===== config.mk =====
export PLATFORM = sky130hd
export DESIGN_NAME = cmp_alarm_tracker
export DESIGN_NICKNAME = d
export VERILOG_FILES = /design/src/rtl/cmp_alarm_tracker.sv
export SDC_FILE = /design/constraint.sdc
export NUM_CORES = 1
export LEC_CHECK = 0
export CAP_MARGIN = 5
export CORE_MARGIN = 5
export CORE_UTILIZATION = 56
export CTS_BUF_LIST = sky130_fd_sc_hd__clkbuf_4 sky130_fd_sc_hd__clkbuf_8 sky130_fd_sc_hd__clkbuf_16
export DETAILED_ROUTE_END_ITERATION = 8
export PLACE_DENSITY = 0.93
export RECOVER_POWER = 100
export SLEW_MARGIN = 20
export SYNTH_ARGS = -nofsm -noshare
export SYNTH_HDL_FRONTEND = slang
export SYNTH_SLANG_ARGS = --single-unit

===== constraint.sdc =====
create_clock -name clk -period 3.3 [get_ports clk]
set_input_delay 0.33 -clock clk [delete_from_list [all_inputs] [get_ports clk]]
set_output_delay 0.33 -clock clk [all_outputs]
set_load 0.03 [all_outputs]

===== src/rtl/cmp_alarm_tracker.sv =====
// Hysteretic alarm tracker behind the 4-bit magnitude comparator.
// Counts gt/eq/lt outcomes, raises/clears alarm on sample streaks.
module cmp_alarm_tracker #(
    parameter int SET_COUNT = 3,
    parameter int CLR_COUNT = 2,
    parameter int CNT_W     = 8
) (
    input  logic             clk,
    input  logic             rst_n,
    input  logic             in_valid,
    input  logic             gt,
    input  logic             eq,
    input  logic             lt,
    input  logic             clear,
    output logic             alarm,
    output logic             alarm_rise,
    output logic             alarm_fall,
    output logic [CNT_W-1:0] gt_count,
    output logic [CNT_W-1:0] eq_count,
    output logic [CNT_W-1:0] lt_count,
    output logic             err
);

    typedef enum logic [1:0] {
        S_IDLE,
        S_ARMING,
        S_ALARM,
        S_CLEARING
    } state_e;

    localparam logic [3:0]       SET_N   = 4'(SET_COUNT);
    localparam logic [3:0]       CLR_N   = 4'(CLR_COUNT);
    localparam logic [CNT_W-1:0] CNT_MAX = '1;
    localparam logic [CNT_W-1:0] CNT_ONE = CNT_W'(1);

    state_e           state_q, state_d;
    logic [3:0]       run_q, run_d;
    logic [3:0]       run_inc;
    logic             alarm_q, alarm_d;
    logic             rise_q, fall_q, err_q;
    logic [CNT_W-1:0] gt_cnt_q, eq_cnt_q, lt_cnt_q;
    logic             legal;

    assign legal   = $onehot({gt, eq, lt});
    assign run_inc = run_q + 4'd1;

    // Next state assuming the current sample is legal
    always_comb begin
        state_d = state_q;
        run_d   = run_q;
        case (state_q)
            S_IDLE: begin
                if (gt) begin
                    if (SET_COUNT == 1) begin
                        state_d = S_ALARM;
                        run_d   = 4'd0;
                    end else begin
                        state_d = S_ARMING;
                        run_d   = 4'd1;
                    end
                end else begin
                    run_d = 4'd0;
                end
            end
            S_ARMING: begin
                if (gt) begin
                    if (run_inc == SET_N) begin
                        state_d = S_ALARM;
                        run_d   = 4'd0;
                    end else begin
                        run_d = run_inc;
                    end
                end else begin
                    state_d = S_IDLE;
                    run_d   = 4'd0;
                end
            end
            S_ALARM: begin
                if (lt) begin
                    if (CLR_COUNT == 1) begin
                        state_d = S_IDLE;
                        run_d   = 4'd0;
                    end else begin
                        state_d = S_CLEARING;
                        run_d   = 4'd1;
                    end
                end else begin
                    run_d = 4'd0;
                end
            end
            S_CLEARING: begin
                if (lt) begin
                    if (run_inc == CLR_N) begin
                        state_d = S_IDLE;
                        run_d   = 4'd0;
                    end else begin
                        run_d = run_inc;
                    end
                end else begin
                    state_d = S_ALARM;
                    run_d   = 4'd0;
                end
            end
            default: begin
                state_d = S_IDLE;
                run_d   = 4'd0;
            end
        endcase
        alarm_d = (state_d == S_ALARM) || (state_d == S_CLEARING);
    end

    always_ff @(posedge clk or negedge rst_n) begin
        if (!rst_n) begin
            state_q  <= S_IDLE;
            run_q    <= 4'd0;
            alarm_q  <= 1'b0;
            rise_q   <= 1'b0;
            fall_q   <= 1'b0;
            err_q    <= 1'b0;
            gt_cnt_q <= '0;
            eq_cnt_q <= '0;
            lt_cnt_q <= '0;
        end else begin
            rise_q <= 1'b0;
            fall_q <= 1'b0;
            if (clear) begin
                state_q  <= S_IDLE;
                run_q    <= 4'd0;
                alarm_q  <= 1'b0;
                fall_q   <= alarm_q;
                err_q    <= 1'b0;
                gt_cnt_q <= '0;
                eq_cnt_q <= '0;
                lt_cnt_q <= '0;
            end else if (in_valid) begin
                if (!legal) begin
                    err_q <= 1'b1;
                end else begin
                    state_q <= state_d;
                    run_q   <= run_d;
                    alarm_q <= alarm_d;
                    rise_q  <= !alarm_q && alarm_d;
                    fall_q  <= alarm_q && !alarm_d;
                    if (gt && gt_cnt_q != CNT_MAX) gt_cnt_q <= gt_cnt_q + CNT_ONE;
                    if (eq && eq_cnt_q != CNT_MAX) eq_cnt_q <= eq_cnt_q + CNT_ONE;
                    if (lt && lt_cnt_q != CNT_MAX) lt_cnt_q <= lt_cnt_q + CNT_ONE;
                end
            end
        end
    end

    assign alarm      = alarm_q;
    assign alarm_rise = rise_q;
    assign alarm_fall = fall_q;
    assign gt_count   = gt_cnt_q;
    assign eq_count   = eq_cnt_q;
    assign lt_count   = lt_cnt_q;
    assign err        = err_q;

endmodule


# Word level (Yosys, flattened, before mapping)
# Cells that the tools add are included.
[totals]
register_bits = 34
in_bits = 7
[classes]
addsub = 6
eq_ne = 12
mux = 44
reduce_logical = 19
[op_table]
columns = ["operator", "count"]
rows = [
  ["8-bit 2-to-1 mux", 12],
  ["4-bit 2-to-1 mux", 7],
  ["8-bit by 1-bit adder with 8-bit output, second input constant", 3],
  ["8-bit != test, second input constant", 3],
  ["2-bit 2-to-1 mux", 9],
  ["4-bit one-hot mux with 4 select lines", 1],
  ["1-bit 2-to-1 mux", 14],
  ["2-bit nonzero test", 5],
  ["3-bit AND reduction", 3],
  ["2-bit equality test, second input constant", 4],
  ["4-bit by 2-bit equality test with 1-bit output, second input constant", 2],
  ["2-bit one-hot mux with 4 select lines", 1],
  ["1-bit logical AND", 5],
  ["4-bit by 1-bit adder with 4-bit output, second input constant", 1],
  ["2-bit by 1-bit equality test with 1-bit output, second input constant", 2],
  ["2-bit AND reduction", 2],
  ["1-bit by 1-bit adder with 2-bit output", 1],
  ["2-bit by 1-bit adder with 2-bit output", 1],
  ["1-bit logical NOT", 2],
  ["2-bit logical NOT", 1],
  ["2-bit != test, second input constant", 1],
  ["1-bit logical OR", 1],
]

# Depth between registers and ports, before layout
# Gate-level depths: netlist of run 1.
[depth]
word_depth = 12
ltp_mapped = 7

# Worst setup path before layout of run 1
# OpenSTA, ideal clock, no wires.
[synth_timing]
path_type = "input to register"
from = "in gt"
to = "reg lt_cnt_q[7], in the netlist lt_count[7]"
t_arrival_ps = 1891
t_required_ps = 3222
path_slack_ps = 1330
path_stages = 6
cell_sequence = "inv_1 -> fa_1 -> and4b_4 -> o211ai_4 -> or4_1 -> a21oi_1"
[synth_between]
elab_chain_len = 4
[synth_rtl]
columns = ["item", "line", "rtl"]
rows = [
  ["start: declaration", "11", "input logic gt,"],
  ["2-bit by 1-bit adder with 2-bit output (implied by the code)", "44", "assign legal = $onehot({gt, eq, lt});"],
  ["2-bit by 1-bit equality test with 1-bit output", "44", ""],
  ["2-bit nonzero test (no line)", "n/a", ""],
  ["3-bit AND reduction (no line)", "n/a", ""],
  ["end signal: assignment", "146", "if (lt && lt_cnt_q != CNT_MAX) lt_cnt_q <= lt_cnt_q + CNT_ONE;"],
  ["end: declaration", "41", "logic [CNT_W-1:0] gt_cnt_q, eq_cnt_q, lt_cnt_q;"],
]
# Every way passes these cells.
# A chain may end at the register's enable or synchronous reset.

# Worst setup path in the final report of run 1
# Same ends and word-level chain as after synthesis.

==> metrics.csv, run 1 <==
stage;metric;value;unit
final_layout;fin area;2390;sq um
final_layout;multi-input logic area;1020;sq um
final_layout;# diodes;0;
drt;Avg WL per Cell;16.0;microns
drt;Via-to-Cell Ratio;6.00;
floorplanning;core area;3360;sq um
cts;total setup buffers inserted after CTS;0;
cts;CTS tree;done;
sta;fin. max-slew vios;35;
cts;Post-CTS Resized;0;
worst_hold_path;Hold Crit Class;register to register;
cts;CTS Buf Count;5;
sta;min Tclk post-route;2.59;ns
place;RePlAce Congestion;0.838;
floorplanning;num rows;21;
drt;Post-Route WL;4.61;mm
critical_path;CP arrival;2.86;ns
cts;clk slew on worst S/H paths;0.11;ns
cts;# clock sinks;34;
critical_path;startpoint types;input port;
logic_synthesis;Post-Syn Area;1960;sq um
critical_path;WP data required;3.57;ns
sta;relative slew slack;-21.2;%
logic_synthesis;Top FF cell, synth;dfrtp_1;
critical_path;critical path endpoint category;register;
floorplanning;Die Span X;69.1;microns
place;PortBufs;34;
logic_synthesis;sequential area share after synthesis;43.5;%
final_layout;ratio of cells with drive above 1 in the final layout;5.79;%
place;worst slack at placement;0.553;ns
sta;fmax;386;MHz
logic_synthesis;Distinct cells, synth;44;
drt;Via Count;1728;
logic_synthesis;number of flops mapped to enable cells by yosys;0;
power_and_ir_drop;PD cells;318;nW/um^2
logic_synthesis;asr flop ratio synth;100;%
place;HPWL after DPL;3.24;mm
place;dpl cell area;2350;sq um
logic_synthesis;syn_nets;217;
logic_synthesis;most numerous cell in the Yosys netlist;dfrtp_1;
cts;clk buf depth;2;
final_layout;final net count;255;
critical_path;cells along the critical path;dlygate4sd3_1, inv_1, fa_1, and4b_1, o211ai_1, or4_1, a21oi_1;
critical_path;slowest cell delay on critical path;0.64;ns
final_layout;fill count;270;
cts;# hold bufs at CTS;0;
logic_synthesis;top cell type's share of synthesized area;43.5;%
critical_path;CP bufs+invs;2;
critical_path;critical path type;input port to register;
drt;drt pass-1 iters;5;
floorplanning;die area;4780;sq um
status;failing checks;capacitance limit, slew limit;
cts;worst skew pair latency;0.35;ns
final_layout;FF/Latch Area;851;sq um
critical_path;setup slack, reg-to-reg;1.40;ns
sta;Clock Skew;0.0124;ns
power_and_ir_drop;P_leak;1.08;nW
cts;Root Buffer;clkbuf_4;
status;status;finished with violations;
sta;period utilization;78.5;%
floorplanning;Die Height;69.1;microns
logic_synthesis;Yosys Warn Count;0;
logic_synthesis;syn avg cell area;9.65;sq um
drt;Remaining DRCs;0;
global_route;global-route wire length before repair;7.76;mm
critical_path;CP delay by family, top;simple AND/OR/NAND/NOR gates;
logic_synthesis;leading area contributor after synthesis;dfrtp_1;
sta;final setup fails;0;
sta;setup TNS;0;ns
global_route;grt ovf;0;
global_route;largest net degree at the start of global routing;35;
sta;unrepaired setup endpoints after global routing;false;
global_route;vias in the first global route;1655;
power_and_ir_drop;overall power;0.000759;W
logic_synthesis;ranking of synthesized cells by area;dfrtp_1 (43%), nor2_1 (4.8%), xor2_1 (4.0%), ha_1 (3.8%), nand4_1 (2.9%);
sta;Worst-Margin Slew;1.82;ns
power_and_ir_drop;VDD IR max;0.284;mV
global_route;antenna violations before repair;0;
logic_synthesis;Synth Register Bits;34;
critical_path;Slowest-stage cell, CP;dlygate4sd3_1;
drt;remaining antenna violation count;0;
flow_run;total of max-cap violations;1;
sta;final setup margin;0.709;ns
cts;H-tree levels;2;
critical_path;maximum fanout along the worst path;6;
sta;Fin. Hold Viols;0;
final_layout;Area growth syn-to-layout;22.0;%
logic_synthesis;Post-synth top cells;dfrtp_1 (34), nor2_1 (25), inv_1 (11);
global_route;Total GRT Usage;19.7;%
floorplanning;Initial Utilization;58.2;%
logic_synthesis;Synth Instances;203;
floorplanning;# IOs;35;
drt;drt first-iter violations;291;
==> path summary, 6_finish.rpt <==
path,start,end,depth (start not counted)
max,gt,lt_count[7],7
min,alarm,alarm_rise,1
max reg2reg,run_q[0],alarm,5
min reg2reg,alarm,alarm_rise,1
max in group asynchronous,rst_n,state_q[0],2
min in group asynchronous,rst_n,alarm_fall,2
==> area by class of cell <==
class | count | share of cell area [%]
Clock buffer | 6 | 2.15
Tap cell | 46 | 2.41
Inverter | 11 | 1.73
Multi-Input combinational cell | 152 | 42.5
Clock inverter | 2 | 0.524
Sequential cell | 34 | 35.6
Timing Repair Buffer | 37 | 15.0
==> report_power, final <==
part            total, W  switching, W  internal, W
sequential      0.000428    0.00000719     0.000421
combinational  0.0000759     0.0000485    0.0000274
clock           0.000255      0.000152     0.000102
total           0.000759      0.000208     0.000551
==> sequential cells by signal, indices dropped and copies added (netlist names) <==
signal,flops
alarm,1
alarm_fall,1
alarm_rise,1
eq_count,8
err,1
gt_count,8
lt_count,8
run_q,4
state_q,2
==> metal layers <==
metal,global-route usage (%),vias to the layer above,wire length [microns]
li1,-,824,-
met1,26.0,826,2040
met2,31.1,68,2210
met3,5.96,10,281
met4,6.29,0,78
met5,0,-,0
==> cells by family (layout without fill, tap and decap cells) <==
group / Yosys count / in the layout / synth area share, %
AO/OA/AOI/OAI: 40 / 40 / 15.3
XOR/XNOR: 13 / 13 / 5.81
flip-flops: 34 / 34 / 43.5
AND/OR/NAND/NOR: 86 / 86 / 24.0
buffers and inverters: 17 / 56 / 3.32
adder cells (fa/ha/maj): 7 / 7 / 4.86
multiplexers: 6 / 6 / 3.26
==> metrics by stage <==
stage                     cells  hold slack (ns)  utilization (%)
after floorplan             203           0.0344                -
after global placement      280            0.502             70.0
after detailed placement    280            0.514             70.0
after CTS                   288            0.385             71.9
after global routing        288            0.550             71.0
final                       288            0.532             71.0
==> cell usage in the layout (no fill, tap or decap), types with 4 or more instances in the layout <==
cell / count
dfrtp_1: 34
dlygate4sd3_1: 30
nor2_1: 25
inv_1: 11
nand4_1: 9
xor2_1: 9
nor3_1: 8
nand3_1: 8
nand2_1: 7
a21oi_1: 7
o21ai_0: 7
o211ai_1: 6
ha_1: 6
and3_1: 5
clkbuf_4: 5
nand3b_1: 4
a211oi_1: 4
xnor2_1: 4
clkdlybuf4s50_1: 4
Note: power is estimated with default switching activity, not from simulation.
==> run 2: changes to the inputs <==
CORE_UTILIZATION = 52   (was 56)
PLACE_DENSITY = 0.88   (was 0.93)
clock period = 2.7 ns   (was 3.3 ns; I/O delays follow)
==> metrics.csv, run 2 (synthesized netlist as in run 1, its figures left out) <==
stage;metric;value;unit
status;status;finished with violations;
status;failing checks;capacitance limit, slew limit;
worst_hold_path;min-delay src;err;
power_and_ir_drop;P_leak;1.09;nW
drt;drt first-iter violations;95;
power_and_ir_drop;VDD IR max;0.254;mV
drt;drt pass-1 iters;4;
floorplanning;die area;5090;sq um
cts;Root Buffer;clkbuf_8;
final_layout;Area growth syn-to-layout;24.1;%
final_layout;ratio of cells with drive above 1 in the final layout;6.20;%
final_layout;commonest non-fill, non-tap cell in the layout;dfrtp_1;
sta;unrepaired setup endpoints after global routing;false;
cts;CTS Buf Count;5;
critical_path;WP data required;2.87;ns
place;PortBufs;34;
critical_path;critical path type;input port to register;
drt;Via-to-Cell Ratio;5.80;
worst_hold_path;Hold Crit Endpoint;err;
sta;relative slew slack;-18.4;%
critical_path;R2R depth;5;
place;HPWL after DPL;3.13;mm
floorplanning;Die Height;71.4;microns
floorplanning;Initial Utilization;53.5;%
sta;min Tclk post-route;2.39;ns
power_and_ir_drop;PD cells;399;nW/um^2
sta;Fin. Hold Viols;0;
cts;CTS tree;done;
critical_path;critical path endpoint category;register;
sta;period utilization;88.4;%
floorplanning;core area;3660;sq um
global_route;vias in the first global route;1586;
sta;Worst-Margin Slew;1.78;ns
critical_path;CP arrival;2.56;ns
flow_run;total of max-cap violations;1;
worst_hold_path;WHS Path Cells;2;
global_route;grt ovf;0;
final_layout;post-layout util;66.4;%
final_layout;# diodes;0;
critical_path;startpoint types;input port;
critical_path;maximum fanout along the worst path;6;
critical_path;setup slack, reg-to-reg;0.80;ns
drt;Remaining DRCs;0;
global_route;Total GRT Usage;17.9;%
cts;clk buf depth;2;
final_layout;final net count;256;
critical_path;worst r2r src;run_q[0];
sta;fmax;419;MHz
cts;total setup buffers inserted after CTS;0;
cts;Post-CTS Resized;0;
floorplanning;num rows;22;
global_route;largest net degree at the start of global routing;39;
floorplanning;# IOs;35;
worst_hold_path;Hold Crit Class;register to register;
place;RePlAce Congestion;0.864;
floorplanning;Die Span X;71.4;microns
final_layout;fin cells;290;
critical_path;r2r endpoint;state_q[1];
sta;Clock Skew;0.00948;ns
drt;Via Count;1682;
sta;fin. max-slew vios;35;
cts;H-tree levels;2;
sta;WHS;0.511;ns
power_and_ir_drop;overall power;0.000969;W
cts;# hold bufs at CTS;0;
cts;# clock sinks;34;
global_route;global-route wire length before repair;7.17;mm
sta;setup TNS;0;ns
drt;Post-Route WL;4.34;mm
cts;worst skew pair latency;0.29;ns
place;Placed Instances;283;
cts;clk slew on worst S/H paths;0.06;ns
final_layout;most frequent cells in the layout;dfrtp_1 (34), dlygate4sd3_1 (30), nor2_1 (25);
drt;Avg WL per Cell;15.0;microns
drt;remaining antenna violation count;0;
sta;final setup fails;0;
global_route;antenna violations before repair;0;
-- run 2: final cells by class --
class                           count  area, sq um
Sequential cell                    34          851
Clock inverter                      2         10.0
Timing Repair Buffer               38          363
Inverter                           11         41.3
Fill cell                         305         1230
Clock buffer                        5         68.8
Multi-Input combinational cell    152         1040
Tap cell                           48         60.1
-- run 2: critical path: stages --
cell           delay, ns
dlygate4sd3_1       0.60
inv_1               0.08
fa_1                0.50
and4b_1             0.38
o211ai_1            0.19
nor2_1              0.19
mux2_2              0.35
-- run 2: per-stage QoR --
stage	instance area [sq um]	setup slack [ns]
2_1_floorplan	1960	0.790
3_3_place_gp	2360	0.226
3_5_place_dp	2360	0.129
4_1_cts	2440	0.431
5_1_grt	2430	0.204
6_report	2430	0.313
-- run 2: worst max path at each step --
stage	start	endpoint	slack [ns]	depth (start not counted)
finish	lt	gt_count[5]	0.31	7
detailed placement	lt	gt_count[5]	0.13	7
floorplan	gt	lt_count[7]	0.79	6
global placement	eq	lt_count[7]	0.23	7
CTS	lt	gt_count[5]	0.43	7
global route	lt	lt_count[7]	0.20	7
-- run 2: routing by layer --
metal,vias up,track usage [%],share of wire (%)
li1,821,-,-
met3,7,6.03,5.9
met4,0,6.47,1.3
met2,55,27.4,46
met1,799,23.6,46
met5,-,0,0
-- run 2: power by group --
part           internal, W  switching (W)  total (W)
clock network     0.000173       0.000182   0.000355
registers         0.000515     0.00000848   0.000524
logic            0.0000338      0.0000574  0.0000913
total             0.000722       0.000248   0.000969
